<file path="config.mk">
export PLATFORM = sky130hd
export DESIGN_NAME = axis_stream_arbiter_flat
export DESIGN_NICKNAME = d
export VERILOG_FILES = /design/src/rtl/axis_stream_arbiter_if.sv /design/src/rtl/axis_stream_arbiter.sv /design/src/flat_wrapper.sv
export SDC_FILE = /design/constraint.sdc
export NUM_CORES = 1
export LEC_CHECK = 0
export CAP_MARGIN = 5
export CORE_MARGIN = 4
export CORE_UTILIZATION = 35
export DETAILED_ROUTE_END_ITERATION = 10
export PLACE_DENSITY = 0.94
export SYNTH_ARGS = -nofsm -noshare
export SYNTH_HDL_FRONTEND = slang
export SYNTH_SLANG_ARGS = --single-unit
</file>
<file path="constraint.sdc">
create_clock -name axis_aclk_i -period 4.63 [get_ports axis_aclk_i]
set_clock_uncertainty 0.05 [all_clocks]
set_input_delay 0.926 -clock axis_aclk_i [delete_from_list [all_inputs] [get_ports axis_aclk_i]]
set_output_delay 0.926 -clock axis_aclk_i [all_outputs]
set_load 0.03 [all_outputs]
</file>
<file path="src/rtl/axis_stream_arbiter_if.sv">
// rtl/axis_stream_arbiter_if.sv - stream bundle between peripheral sources, the arbiter and the capture sink
interface axis_stream_arbiter_if #(
  parameter int NUM_CH          = 4,
  parameter int AXIS_DATA_WIDTH = 8
);
  logic [NUM_CH-1:0]                 s_axis_tvalid_i;
  logic [NUM_CH*AXIS_DATA_WIDTH-1:0] s_axis_tdata_i;
  logic [NUM_CH-1:0]                 s_axis_tflag_i;
  logic [NUM_CH-1:0]                 s_axis_tready_o;
  logic                              m_axis_tvalid_o;
  logic [AXIS_DATA_WIDTH-1:0]        m_axis_tdata_o;
  logic                              m_axis_tflag_o;
  logic                              m_axis_tready_i;

  // master: the arbiter side, driving the merged stream and per-source ready
  modport master (
    input  s_axis_tvalid_i, s_axis_tdata_i, s_axis_tflag_i, m_axis_tready_i,
    output s_axis_tready_o, m_axis_tvalid_o, m_axis_tdata_o, m_axis_tflag_o
  );

  modport slave (
    output s_axis_tvalid_i, s_axis_tdata_i, s_axis_tflag_i, m_axis_tready_i,
    input  s_axis_tready_o, m_axis_tvalid_o, m_axis_tdata_o, m_axis_tflag_o
  );
endinterface

</file>
<file path="src/rtl/axis_stream_arbiter.sv">
// rtl/axis_stream_arbiter.sv - round-robin stream arbiter with CPU control/status window
// Define AXIS_ARB_PKT_LOCK_EN to hold the grant for a whole packet; otherwise arbitration is per beat.
module axis_stream_arbiter #(
  parameter logic [7:0] SOC_SEGMENT     = 8'he4,
  parameter logic [7:0] SOC_CLASS       = 8'haa,
  parameter int         AXIS_DATA_WIDTH = 8,
  parameter int         NUM_CH          = 4
) (
  input  logic                 axis_aclk_i,
  input  logic                 axis_aresetn_i,
  input  logic [31:0]          addr_i,
  input  logic [31:0]          data_i,
  input  logic                 data_w_i,
  output logic [31:0]          data_o,
  output logic                 data_access_o,
  axis_stream_arbiter_if.master axis
);
  localparam int         W       = AXIS_DATA_WIDTH;
  localparam logic [1:0] LAST_CH = 2'(NUM_CH - 1);

  typedef enum logic {ARB, GRANT} state_t;

  state_t            state_q, state_d;
  logic [1:0]        grant_q, grant_d;
  logic [1:0]        last_q, last_d;
  logic [NUM_CH-1:0] mask_q, mask_d;
  logic              m_valid_q, m_valid_d;
  logic              m_flag_q, m_flag_d;
  logic [W-1:0]      m_data_q, m_data_d;
  logic [31:0]       data_q, data_d;

  logic [W-1:0]      ch_data [NUM_CH];
  logic [NUM_CH-1:0] eligible;
  logic              found;
  logic [1:0]        pick;
  logic [2:0]        cand;
  logic              out_free;
  logic              accept;
  logic              release_grant;
  logic [2:0]        reg_sel;
  logic [3:0]        raw_valid;
  logic              unused_bits;

  for (genvar c = 0; c < NUM_CH; c++) begin : g_unpack
    assign ch_data[c] = axis.s_axis_tdata_i[c*W +: W];
  end

  always_comb begin
    raw_valid = '0;
    raw_valid[NUM_CH-1:0] = axis.s_axis_tvalid_i;
  end

  assign eligible = axis.s_axis_tvalid_i & mask_q;
  assign out_free = !m_valid_q || axis.m_axis_tready_i;
  assign accept   = (state_q == GRANT) && axis.s_axis_tvalid_i[grant_q] && out_free;

`ifdef AXIS_ARB_PKT_LOCK_EN
  assign release_grant = accept && axis.s_axis_tflag_i[grant_q];
`else
  assign release_grant = accept;
`endif

  // Search starts one past the last winner so every source gets its turn.
  always_comb begin
    found = 1'b0;
    pick  = last_q;
    cand  = '0;
    for (int i = 1; i <= NUM_CH; i++) begin
      cand = 3'(last_q) + 3'(i);
      if (cand >= 3'(NUM_CH)) cand = cand - 3'(NUM_CH);
      if (!found && eligible[cand[1:0]]) begin
        found = 1'b1;
        pick  = cand[1:0];
      end
    end
  end

  always_comb begin
    state_d              = state_q;
    grant_d              = grant_q;
    last_d               = last_q;
    axis.s_axis_tready_o = '0;
    case (state_q)
      ARB: begin
        if (found) begin
          grant_d = pick;
          state_d = GRANT;
        end
      end
      GRANT: begin
        axis.s_axis_tready_o[grant_q] = out_free;
        if (release_grant) begin
          last_d  = grant_q;
          state_d = ARB;
        end
      end
      default: state_d = ARB;
    endcase
  end

  always_comb begin
    m_valid_d = m_valid_q;
    m_data_d  = m_data_q;
    m_flag_d  = m_flag_q;
    if (accept) begin
      m_valid_d = 1'b1;
      m_data_d  = ch_data[grant_q];
      m_flag_d  = axis.s_axis_tflag_i[grant_q];
    end else if (axis.m_axis_tready_i) begin
      m_valid_d = 1'b0;
    end
  end

  assign data_access_o = (addr_i[31:24] == SOC_SEGMENT) && (addr_i[23:16] == SOC_CLASS);
  assign reg_sel       = addr_i[6:4];
  assign unused_bits   = ^{addr_i[15:7], addr_i[3:0], data_i[31:NUM_CH]};

  // Read data comes from the pre-write mask, so a write cycle returns the old CTRL value.
  always_comb begin
    mask_d = mask_q;
    data_d = data_q;
    if (data_access_o) begin
      case (reg_sel)
        3'b100:  data_d = 32'(mask_q);
        3'b101:  data_d = {20'd0, raw_valid, 4'd0, m_valid_q, state_q == GRANT, grant_q};
        default: data_d = '0;
      endcase
      if (data_w_i && reg_sel == 3'b100) mask_d = data_i[NUM_CH-1:0];
    end
  end

  always_ff @(posedge axis_aclk_i or negedge axis_aresetn_i) begin
    if (!axis_aresetn_i) begin
      state_q   <= ARB;
      grant_q   <= '0;
      last_q    <= LAST_CH;
      mask_q    <= '1;
      m_valid_q <= 1'b0;
      m_data_q  <= '0;
      m_flag_q  <= 1'b0;
      data_q    <= '0;
    end else begin
      state_q   <= state_d;
      grant_q   <= grant_d;
      last_q    <= last_d;
      mask_q    <= mask_d;
      m_valid_q <= m_valid_d;
      m_data_q  <= m_data_d;
      m_flag_q  <= m_flag_d;
      data_q    <= data_d;
    end
  end

  assign axis.m_axis_tvalid_o = m_valid_q;
  assign axis.m_axis_tdata_o  = m_data_q;
  assign axis.m_axis_tflag_o  = m_flag_q;
  assign data_o               = data_q;
endmodule

</file>
<file path="src/flat_wrapper.sv">
// flat-port wrapper written by rule: the top's interface ports become plain ports
module axis_stream_arbiter_flat 
#(
  parameter logic [7:0] SOC_SEGMENT     = 8'he4,
  parameter logic [7:0] SOC_CLASS       = 8'haa,
  parameter int         AXIS_DATA_WIDTH = 8,
  parameter int         NUM_CH          = 4
)
  (axis_aclk_i, axis_aresetn_i, addr_i, data_i, data_w_i, data_o, data_access_o, axis_s_axis_tvalid_i, axis_s_axis_tdata_i, axis_s_axis_tflag_i, axis_m_axis_tready_i, axis_s_axis_tready_o, axis_m_axis_tvalid_o, axis_m_axis_tdata_o, axis_m_axis_tflag_o);
  axis_stream_arbiter_if #(.NUM_CH(NUM_CH), .AXIS_DATA_WIDTH(AXIS_DATA_WIDTH)) axis_i ();
  input  logic axis_aclk_i;
  input  logic axis_aresetn_i;
  input  logic [31:0] addr_i;
  input  logic [31:0] data_i;
  input  logic data_w_i;
  output logic [31:0] data_o;
  output logic data_access_o;
  input wire logic [$bits(axis_i.s_axis_tvalid_i)-1:0] axis_s_axis_tvalid_i;
  input wire logic [$bits(axis_i.s_axis_tdata_i)-1:0] axis_s_axis_tdata_i;
  input wire logic [$bits(axis_i.s_axis_tflag_i)-1:0] axis_s_axis_tflag_i;
  input wire logic [$bits(axis_i.m_axis_tready_i)-1:0] axis_m_axis_tready_i;
  output wire logic [$bits(axis_i.s_axis_tready_o)-1:0] axis_s_axis_tready_o;
  output wire logic [$bits(axis_i.m_axis_tvalid_o)-1:0] axis_m_axis_tvalid_o;
  output wire logic [$bits(axis_i.m_axis_tdata_o)-1:0] axis_m_axis_tdata_o;
  output wire logic [$bits(axis_i.m_axis_tflag_o)-1:0] axis_m_axis_tflag_o;
  assign axis_i.s_axis_tvalid_i = axis_s_axis_tvalid_i;
  assign axis_i.s_axis_tdata_i = axis_s_axis_tdata_i;
  assign axis_i.s_axis_tflag_i = axis_s_axis_tflag_i;
  assign axis_i.m_axis_tready_i = axis_m_axis_tready_i;
  assign axis_s_axis_tready_o = axis_i.s_axis_tready_o;
  assign axis_m_axis_tvalid_o = axis_i.m_axis_tvalid_o;
  assign axis_m_axis_tdata_o = axis_i.m_axis_tdata_o;
  assign axis_m_axis_tflag_o = axis_i.m_axis_tflag_o;
  axis_stream_arbiter #(.SOC_SEGMENT(SOC_SEGMENT), .SOC_CLASS(SOC_CLASS), .AXIS_DATA_WIDTH(AXIS_DATA_WIDTH), .NUM_CH(NUM_CH)) u_core (.axis_aclk_i(axis_aclk_i), .axis_aresetn_i(axis_aresetn_i), .addr_i(addr_i), .data_i(data_i), .data_w_i(data_w_i), .data_o(data_o), .data_access_o(data_access_o), .axis(axis_i));
endmodule
</file>
==> flow_metrics.py <==
metrics = {
    "clocking": {
        "clkLatencyLatePin_ns": 0.28,
        "cts.sink_count": 27,
        "post_cts_buffers": 0,
        "cts_buffers": 3,
        "cts_htree_levels": 1,
        "cts_resized": 0,
        "cts_tree": "yes",
        "clock-root-buffer": "clkbuf_8",
        "holdBufCountCts": 0,
        "clock_path_buffers": 2,
        "clk_pin_slew_worst_paths_ns": 0.10,
    },
    "yosys": {
        "synth_top_area_share": 0.2887,
        "ys_top_cells_by_count": "26 x buf_4, 23 x nand2_1, 21 x dfrtp_1",
        "ys_warn_count": 0,
        "synth_edf_count": 0,
        "synthArstFlopShare": 1.000,
        "syn_area_per_cell_um2": 11.52,
        "yosysUniqueCellTypes": 38,
        "synth_most_common_cell": "buf_4",
        "ys.flop_type": "dfrtp_1",
        "ys_seq_area_frac": 0.3753,
        "netlist_area_um2": 1820,
        "synth_largest_area_cell": "dfrtp_1",
        "synth_area_leaders": "dfrtp_1 29%, buf_4 11%, mux2_4 9.9%",
        "synth_cells": 158,
        "synth-seq-cells": 27,
    },
    "die": {
        "dieHeight_um": 80.12,
        "die_x_um": 80.12,
        "coreArea_um2": 4880,
        "initial_utilization": 0.3731,
        "die_area_um2": 6419,
        "pin_count": 155,
        "rows": 25,
    },
    "sta": {
        "setup-tns-final_ns": 0,
        "fin_ws_ns": 0.8185,
        "rsz0062_at_grt": "false",
        "worst_pin_slew_ns": 0.7782,
        "min_period_over_period": 0.8232,
        "hold_violations": 0,
        "max_slew_margin": 0.4801,
        "fin_crit_ns": 3.811,
        "finalMaxSlewViolations": 0,
        "fmax_ghz": 0.2624,
        "setup_viol": 0,
    },
    "flow_run": {
        "drv_cap": 0,
    },
    "place": {
        "post-place-ws_ns": 0.7943,
        "port_buffers": 89,
        "gp_congestion": 0.7897,
        "hpwlAfterDp_mm": 3.887,
    },
    "global_route": {
        "grt_pass1_vias": 1549,
        "grt_usage": 0.1486,
        "grt-ovfl-total": 0,
        "antenna_found_initial": 0,
        "grt_max_degree": 28,
        "grt_pass1_wl_mm": 7.314,
    },
    "detailed_routing": {
        "ant_nets": 0,
        "viasPerCell": 4.756,
        "num_vias": 1479,
        "firstDrtPassIters": 4,
        "post-route-drc-count": 0,
        "routed_wl_mm": 4.733,
        "wl_per_cell_um": 15.22,
        "drtIter0Drc": 87,
    },
    "layout": {
        "fillers": 439,
        "syn_to_final_growth_pct": 48.73,
        "antenna_cells": 0,
        "seqCellArea_um2": 683.2,
        "multi_input_area_um2": 982.2,
        "drive_gt1_frac": 0.1516,
        "fin_util": 0.5549,
        "final_nets": 353,
    },
    "critical_path": {
        "cp_max_fo": 17,
        "cp.required_ns": 3.65,
        "cp-start-kind": "input port",
        "worstSetupEndpointType": "output port",
        "arrival_ns": 2.84,
        "worstSetupPathType": "input port to output port",
    },
    "power_and_ir_drop": {
        "total_power_w": 0.0007364,
        "pwr_density_cell_nw_per_um2": 272.0,
        "peakVddDrop_mv": 0.1614,
        "p_leak_nw": 1.134,
    },
    "outcome": {
        "status": "complete, no violations",
    },
    "hold_path": {
        "hold_path.class": "register to register",
    },
}
[path summary, 6_finish.rpt]
check / cells past startpoint / from / endpoint / slack (ns)
setup / recovery: 5 / addr_i[25] / data_access_o / 0.82
hold / removal: 2 / u_core.data_o[3] / u_core.data_o[3] / 0.45
setup reg to reg: 3 / u_core.grant_q[1] / u_core.axis.m_axis_tflag_o / 2.49
hold reg to reg: 2 / u_core.data_o[3] / u_core.data_o[3] / 0.45
max in group asynchronous: 2 / axis_aresetn_i / u_core.last_q[1] / 3.25
min in group asynchronous: 2 / axis_aresetn_i / u_core.data_o[3] / 0.97
[kinds of logic after synthesis]
logic type,Yosys count,synth area share
and+or+nand+nor,41,0.1409
buffers and inverters,34,0.1326
AOI/OAI and AO/OA,31,0.1079
DFF,27,0.3753
muxes,24,0.2412
other,1,0.002060
[state kept, by name, summed over array words and instances (netlist names)]
signal / cells
u_core.axis.m_axis_tvalid_o: 1
u_core.state_q: 1
u_core.data_o: 8
u_core.last_q: 2
u_core.axis.m_axis_tdata_o: 8
u_core.grant_q: 2
u_core.axis.m_axis_tflag_o: 1
u_core.mask_q: 4
[through the flow]
stage | std cells | area [um^2] | hold slack (ns)
final | 311 | 2708 | 0.4528
after global routing | 311 | 2708 | 0.4894
after CTS | 311 | 2708 | 0.4549
after detailed placement | 307 | 2659 | 0.4322
after global placement | 307 | 2659 | 0.4159
after floorplan | 181 | 1907 | 0.4305
[layout by cell type (no fill, tap or decap), drive strengths merged]
| cell type | count |
|---|---|
| nor3b | 1 |
| mux2 | 14 |
| a21o | 1 |
| clkdlybuf4s50 | 89 |
| o311ai | 1 |
| nand2b | 1 |
| a22oi | 7 |
| o2bb2ai | 1 |
| o22ai | 2 |
| dfrtp | 21 |
| nor3 | 2 |
| and4b | 1 |
| buf | 1 |
| inv | 3 |
| o211a | 1 |
| nor2 | 4 |
| o21a | 1 |
| nand4 | 1 |
| nand2 | 24 |
| and2 | 2 |
| o21ai | 14 |
| a32oi | 1 |
| a21oi | 2 |
| mux4 | 10 |
| dfstp | 6 |
| and4bb | 2 |
| conb | 24 |
| clkbuf | 3 |
| nor4b | 1 |
| and3b | 1 |
| nand3 | 1 |
| clkinvlp | 1 |
[per-layer routing]
layer | global-route usage | vias up | wire, um
met5 | 0 | - | 0
met4 | 0.03547 | 0 | 70
met3 | 0.03363 | 9 | 291
met2 | 0.2765 | 59 | 2629
met1 | 0.1707 | 708 | 1742
li1 | - | 703 | -
[power breakdown]
group / total (W) / internal [W] / switching, W
registers: 0.000301 / 0.000274 / 0.0000266
clock network: 0.000141 / 0.0000613 / 0.0000792
logic: 0.000295 / 0.000153 / 0.000143
total: 0.000736 / 0.000488 / 0.000249
[final cells by class]
type,count,area share
Tap cell,67,0.03096
Clock inverter,1,0.002773
Multi-Input combinational cell,120,0.3628
Sequential cell,27,0.2523
Clock buffer,3,0.01525
Inverter,3,0.004159
Timing Repair Buffer,90,0.3318
[critical path, cell delays in order]
cell and delay [ns]:
clkdlybuf4s50_1 0.46, nor4b_4 0.33, nand4_4 0.27, inv_2 0.16, clkdlybuf4s50_1 0.69
Note: power is estimated with default switching activity, not from simulation.
